$ cat src/rtl/timer_pkg.sv
// Shared timer definitions: FSM state encoding and the common done/start pulse width.
package timer_pkg;

  localparam logic [1:0] ST_IDLE  = 2'd0;
  localparam logic [1:0] ST_START = 2'd1;
  localparam logic [1:0] ST_WAIT  = 2'd2;

  localparam int PULSE_W = 1;

  typedef enum logic [1:0] {
    IDLE  = ST_IDLE,
    START = ST_START,
    WAIT  = ST_WAIT
  } state_e;

endpackage

$ cat src/rtl/timer_sequencer.sv
// Queues interval requests and runs them one at a time on an external timer,
// with a watchdog that aborts an interval whose tim_done never arrives.
module timer_sequencer
  import timer_pkg::*;
#(
  parameter int MAX_PENDING = 4,
  parameter int TIMEOUT     = 1024,
  parameter int CNT_W       = $clog2(MAX_PENDING + 1)
) (
  input  logic             clk,
  input  logic             rst,
  input  logic             req_valid,
  output logic             req_ready,
  output logic             tim_start,
  input  logic             tim_done,
  output logic             expired,
  output logic             busy,
  output logic [CNT_W-1:0] pending,
  input  logic             clr_err,
  output logic             timeout_err
);

  localparam int WD_W = $clog2(TIMEOUT + 1);

  state_e           state_q, state_d;
  logic [CNT_W-1:0] pending_q, pending_d;
  logic [WD_W-1:0]  wd_q, wd_d;
  logic             tim_start_q, tim_start_d;
  logic             expired_q, expired_d;
  logic             timeout_err_q, timeout_err_d;
  logic             accept;
  logic             dec;
  logic             wd_hit;

  assign req_ready   = rst || (pending_q < CNT_W'(MAX_PENDING));
  assign busy        = (state_q != IDLE) || (pending_q != '0);
  assign pending     = pending_q;
  assign tim_start   = tim_start_q;
  assign expired     = expired_q;
  assign timeout_err = timeout_err_q;

  always_comb begin
    accept        = req_valid && req_ready && !rst;
    dec           = (state_q == START);
    pending_d     = pending_q;
    state_d       = state_q;
    wd_d          = wd_q;
    expired_d     = 1'b0;
    wd_hit        = 1'b0;
    timeout_err_d = timeout_err_q;

    // An accept and a launch on the same edge cancel out.
    if (accept && !dec) begin
      pending_d = pending_q + CNT_W'(1);
    end else if (!accept && dec) begin
      pending_d = pending_q - CNT_W'(1);
    end

    case (state_q)
      IDLE: begin
        if (pending_q != '0) state_d = START;
      end
      START: begin
        state_d = WAIT;
        wd_d    = '0;
      end
      WAIT: begin
        // tim_done wins over a watchdog hit on the same edge.
        if (tim_done) begin
          expired_d = 1'b1;
          state_d   = (pending_d != '0) ? START : IDLE;
        end else if (wd_q == WD_W'(TIMEOUT - 1)) begin
          wd_hit  = 1'b1;
          state_d = IDLE;
        end else begin
          wd_d = wd_q + WD_W'(1);
        end
      end
      default: state_d = IDLE;
    endcase

    if (wd_hit) begin
      timeout_err_d = 1'b1;
    end else if (clr_err) begin
      timeout_err_d = 1'b0;
    end

    tim_start_d = (state_d == START);
  end

  always_ff @(posedge clk or posedge rst) begin
    if (rst) begin
      state_q       <= IDLE;
      pending_q     <= '0;
      wd_q          <= '0;
      tim_start_q   <= 1'b0;
      expired_q     <= 1'b0;
      timeout_err_q <= 1'b0;
    end else begin
      state_q       <= state_d;
      pending_q     <= pending_d;
      wd_q          <= wd_d;
      tim_start_q   <= tim_start_d;
      expired_q     <= expired_d;
      timeout_err_q <= timeout_err_d;
    end
  end

endmodule

$ cat config.mk
export PLATFORM = sky130hd
export DESIGN_NAME = timer_sequencer
export DESIGN_NICKNAME = d
export VERILOG_FILES = /design/src/rtl/timer_pkg.sv /design/src/rtl/timer_sequencer.sv
export SDC_FILE = /design/constraint.sdc
export NUM_CORES = 1
export LEC_CHECK = 0
export CAP_MARGIN = 30
export CORE_MARGIN = 2
export CORE_UTILIZATION = 40
export DETAILED_ROUTE_END_ITERATION = 12
export GPL_TIMING_DRIVEN = 0
export SYNTH_ARGS = -nofsm -noshare
export SYNTH_HDL_FRONTEND = slang
export SYNTH_SLANG_ARGS = --single-unit
$ cat constraint.sdc
create_clock -name clk -period 5 [get_ports clk]
set_input_delay 1 -clock clk [delete_from_list [all_inputs] [get_ports clk]]
set_output_delay 1 -clock clk [all_outputs]
set_load 0.01 [all_outputs]
==> run metrics <==
IO Port Bufs 12; CP Buf/Inv Count 3; crit path launch type input port; Die Ht 54.65 um; global-route wire length before repair 3422 um; Die X 54.65 um; Detailed Place HPWL 1509 um; share of the synthesized area in the top cell type 0.4634; num rows 18; DRC violations left 0; per-cell routed wire length 14.42 um; synth unique cells 36; Top delay family on crit path buffers and inverters; WS Path Type input port to output port; Top FF cell, synth dfrtp_1; Die Area 0.002986 mm^2; GP Congestion 0.6963; Worst Max-Slew Pin Slew 0.7732 ns; CTS resizes 0; Cells after Synth 98; syn_nets 107; post-route ant nets 0; achievable frequency 275.9 MHz; XOR/XNOR Fraction of Synth Area 0.05976; Async S/R FF share, synth 1.000; drt initial violations 4; Slew Limit Fails 0; #FFs+latches synth 19; Leak 0.0004957 uW; Worst Hold Class flop to flop; Final Cycle Share 0.7249; number of setup buffers added after CTS 0; share of cells above drive strength 1 0.1140; r2r startpoint state_q[0]; Initial Util 0.4179; vias in the first global route 751; Simple-Gate Fraction of Synth Area 0.2463; CP Cell Sequence clkdlybuf4s50_1 > inv_1 > nand2_1 > clkdlybuf4s50_1; clock latency on the worst-skew pair 0.31 ns; adder-cell share of the synthesized area 0.04878; critical path's largest stage delay 0.58 ns; Slowest-stage cell, CP inv_1; multiplexer area fraction after synthesis 0; area delta synth->final 18.05%; fin util 0.4934; Synth area leader dfrtp_1; All-Layer GR Usage 0.1639; MaxCap Viol Count 0; Synth Warn # 0; initial antenna violation count 0; number of flops mapped to enable cells by yosys 0; # setup viols final 0; CTS HTree Levels 1; Slew Limit Headroom 0.4839; I/O pin cnt 13; worst hold path startpoint wd_q[5]; WP data required 4.00 ns; largest cells by area after synthesis dfrtp_1 46%, ha_1 4.9%, xnor2_1 4.3%, nand2_1 4.0%, nor2_1 3.3%; drt via density 5.264; status finished, final reports clean; Mean Syn Cell Area 10.47 um^2; Power Dens Cells 463.7 mW/mm^2; sw frac 0.3882; total negative slack 0 ns; Flop pwr share 0.404; Internal Power 343.6 uW; post-synthesis compound-gate area fraction 0.1488; ANT cells 0; detailed-route via count 758; CTS Buf Count 3; CP most frequent cell clkdlybuf4s50_1; clk sink count 19; Post-Route Skew 0.01953 ns; drt pass-1 iters 4; wirelength, routed 2077 um; CP endpoint kind output port; Fin. Hold Viols 0; TritonCTS clock tree done; clock period minus worst slack 3.624 ns; commonest cells after routing, fill and taps aside 19 x dfrtp_1, 12 x clkdlybuf4s50_1, 11 x nand2_1; root buffer cell clkbuf_4; commonest non-fill, non-tap cell in the layout dfrtp_1; RSZ-0062 raised after global routing false; register area share after synthesis 0.4634; main combinational cell family by area after synthesis simple AND/OR/NAND/NOR gates; clock tree buffer depth 2; Clock power frac 0.146; synthesized area 0.001026 mm^2; Hold-fix buffers, CTS 0; Final nets 124; Comb pwr share 0.450; Reg clk slew, reported paths 0.11 ns; CP Launch Point rst; Worst IR Drop VDD 319.6 uV; maximum number of pins on one net before global-route repair 21; global route total overflow 0; core area 0.002455 mm^2; Net Sw Power 218.0 uW; critical path arrival 2.62 ns; hold slack 0.4946 ns; worst-path fanout max 20
Yosys cell counts, types with 3 or more instances:
cell and n:
nand4_1 3, ha_1 4, xnor2_1 5, nand2_1 11, inv_1 7, dfrtp_1 19, nor2b_1 3, nor2_1 9
metal layers:
layer / GRT usage / up-vias / routed length (um)
li1: - / 383 / -
met1: 0.2243 / 360 / 999
met2: 0.2520 / 13 / 1004
met3: 0.02459 / 2 / 58
met4: 0.07500 / 0 / 15
met5: 0 / - / 0
worst paths after layout:
check | end | slack, ns | depth (start not counted)
worst max-delay path | req_ready | 1.38 | 4
worst min-delay path | wd_q[5] | 0.49 | 1
worst max register to register | state_q[0] | 3.15 | 6
worst min register to register | wd_q[5] | 0.49 | 1
max in group asynchronous | wd_q[3] | 3.33 | 2
min in group asynchronous | expired | 1.16 | 2
cell families (layout without fill, tap and decap cells):
logic type / after synthesis / count (layout)
DFF: 19 / 19
and+or+nand+nor: 42 / 42
AOI/OAI and AO/OA: 18 / 18
adders and majority gates: 4 / 4
xor gates and xnor gates: 7 / 7
buffers and inverters: 8 / 24
power by group through the flow:
stage,sequential (uW),clock (uW),combinational (uW)
floorplan,230,0,159
global placement,227,0,245
detailed placement,229,0,252
CTS,226,84.9,255
global route,232,90.7,276
finish,227,82.1,253
final cells by class:
| cell class | instances | area (um^2) |
|---|---|---|
| Sequential cell | 19 | 475.5 |
| Inverter | 7 | 26.28 |
| Tap cell | 30 | 37.54 |
| Timing Repair Buffer | 12 | 120.1 |
| Fill cell | 228 | 1244 |
| Clock buffer | 3 | 22.52 |
| Clock inverter | 1 | 5.005 |
| Buffer | 1 | 7.507 |
| Multi-Input combinational cell | 71 | 516.7 |
stage by stage:
| step | worst slack [ns] | cells | cell area (um^2) | power, uW |
|---|---|---|---|---|
| 2_1_floorplan | 2.389 | 98 | 1026 | 389.0 |
| 3_3_place_gp | 1.340 | 140 | 1184 | 471.9 |
| 3_5_place_dp | 1.294 | 140 | 1184 | 481.5 |
| 4_1_cts | 1.292 | 144 | 1211 | 566.5 |
| 5_1_grt | 1.157 | 144 | 1211 | 598.8 |
| 6_report | 1.376 | 144 | 1211 | 561.7 |
worst reg2reg max path, cell delays in order (launching register included):
cell	delay [ns]
dfrtp_1	0.50
nor2b_1	0.16
buf_4	0.20
a21boi_2	0.07
a311o_1	0.35
nor4b_2	0.33
o32ai_1	0.13
sequential cells by signal (all words and copies together) (netlist names):
name / count
wd_q: 11
timeout_err: 1
pending: 3
expired: 1
state_q: 2
tim_start: 1
Note: power is estimated with default switching activity, not from simulation.
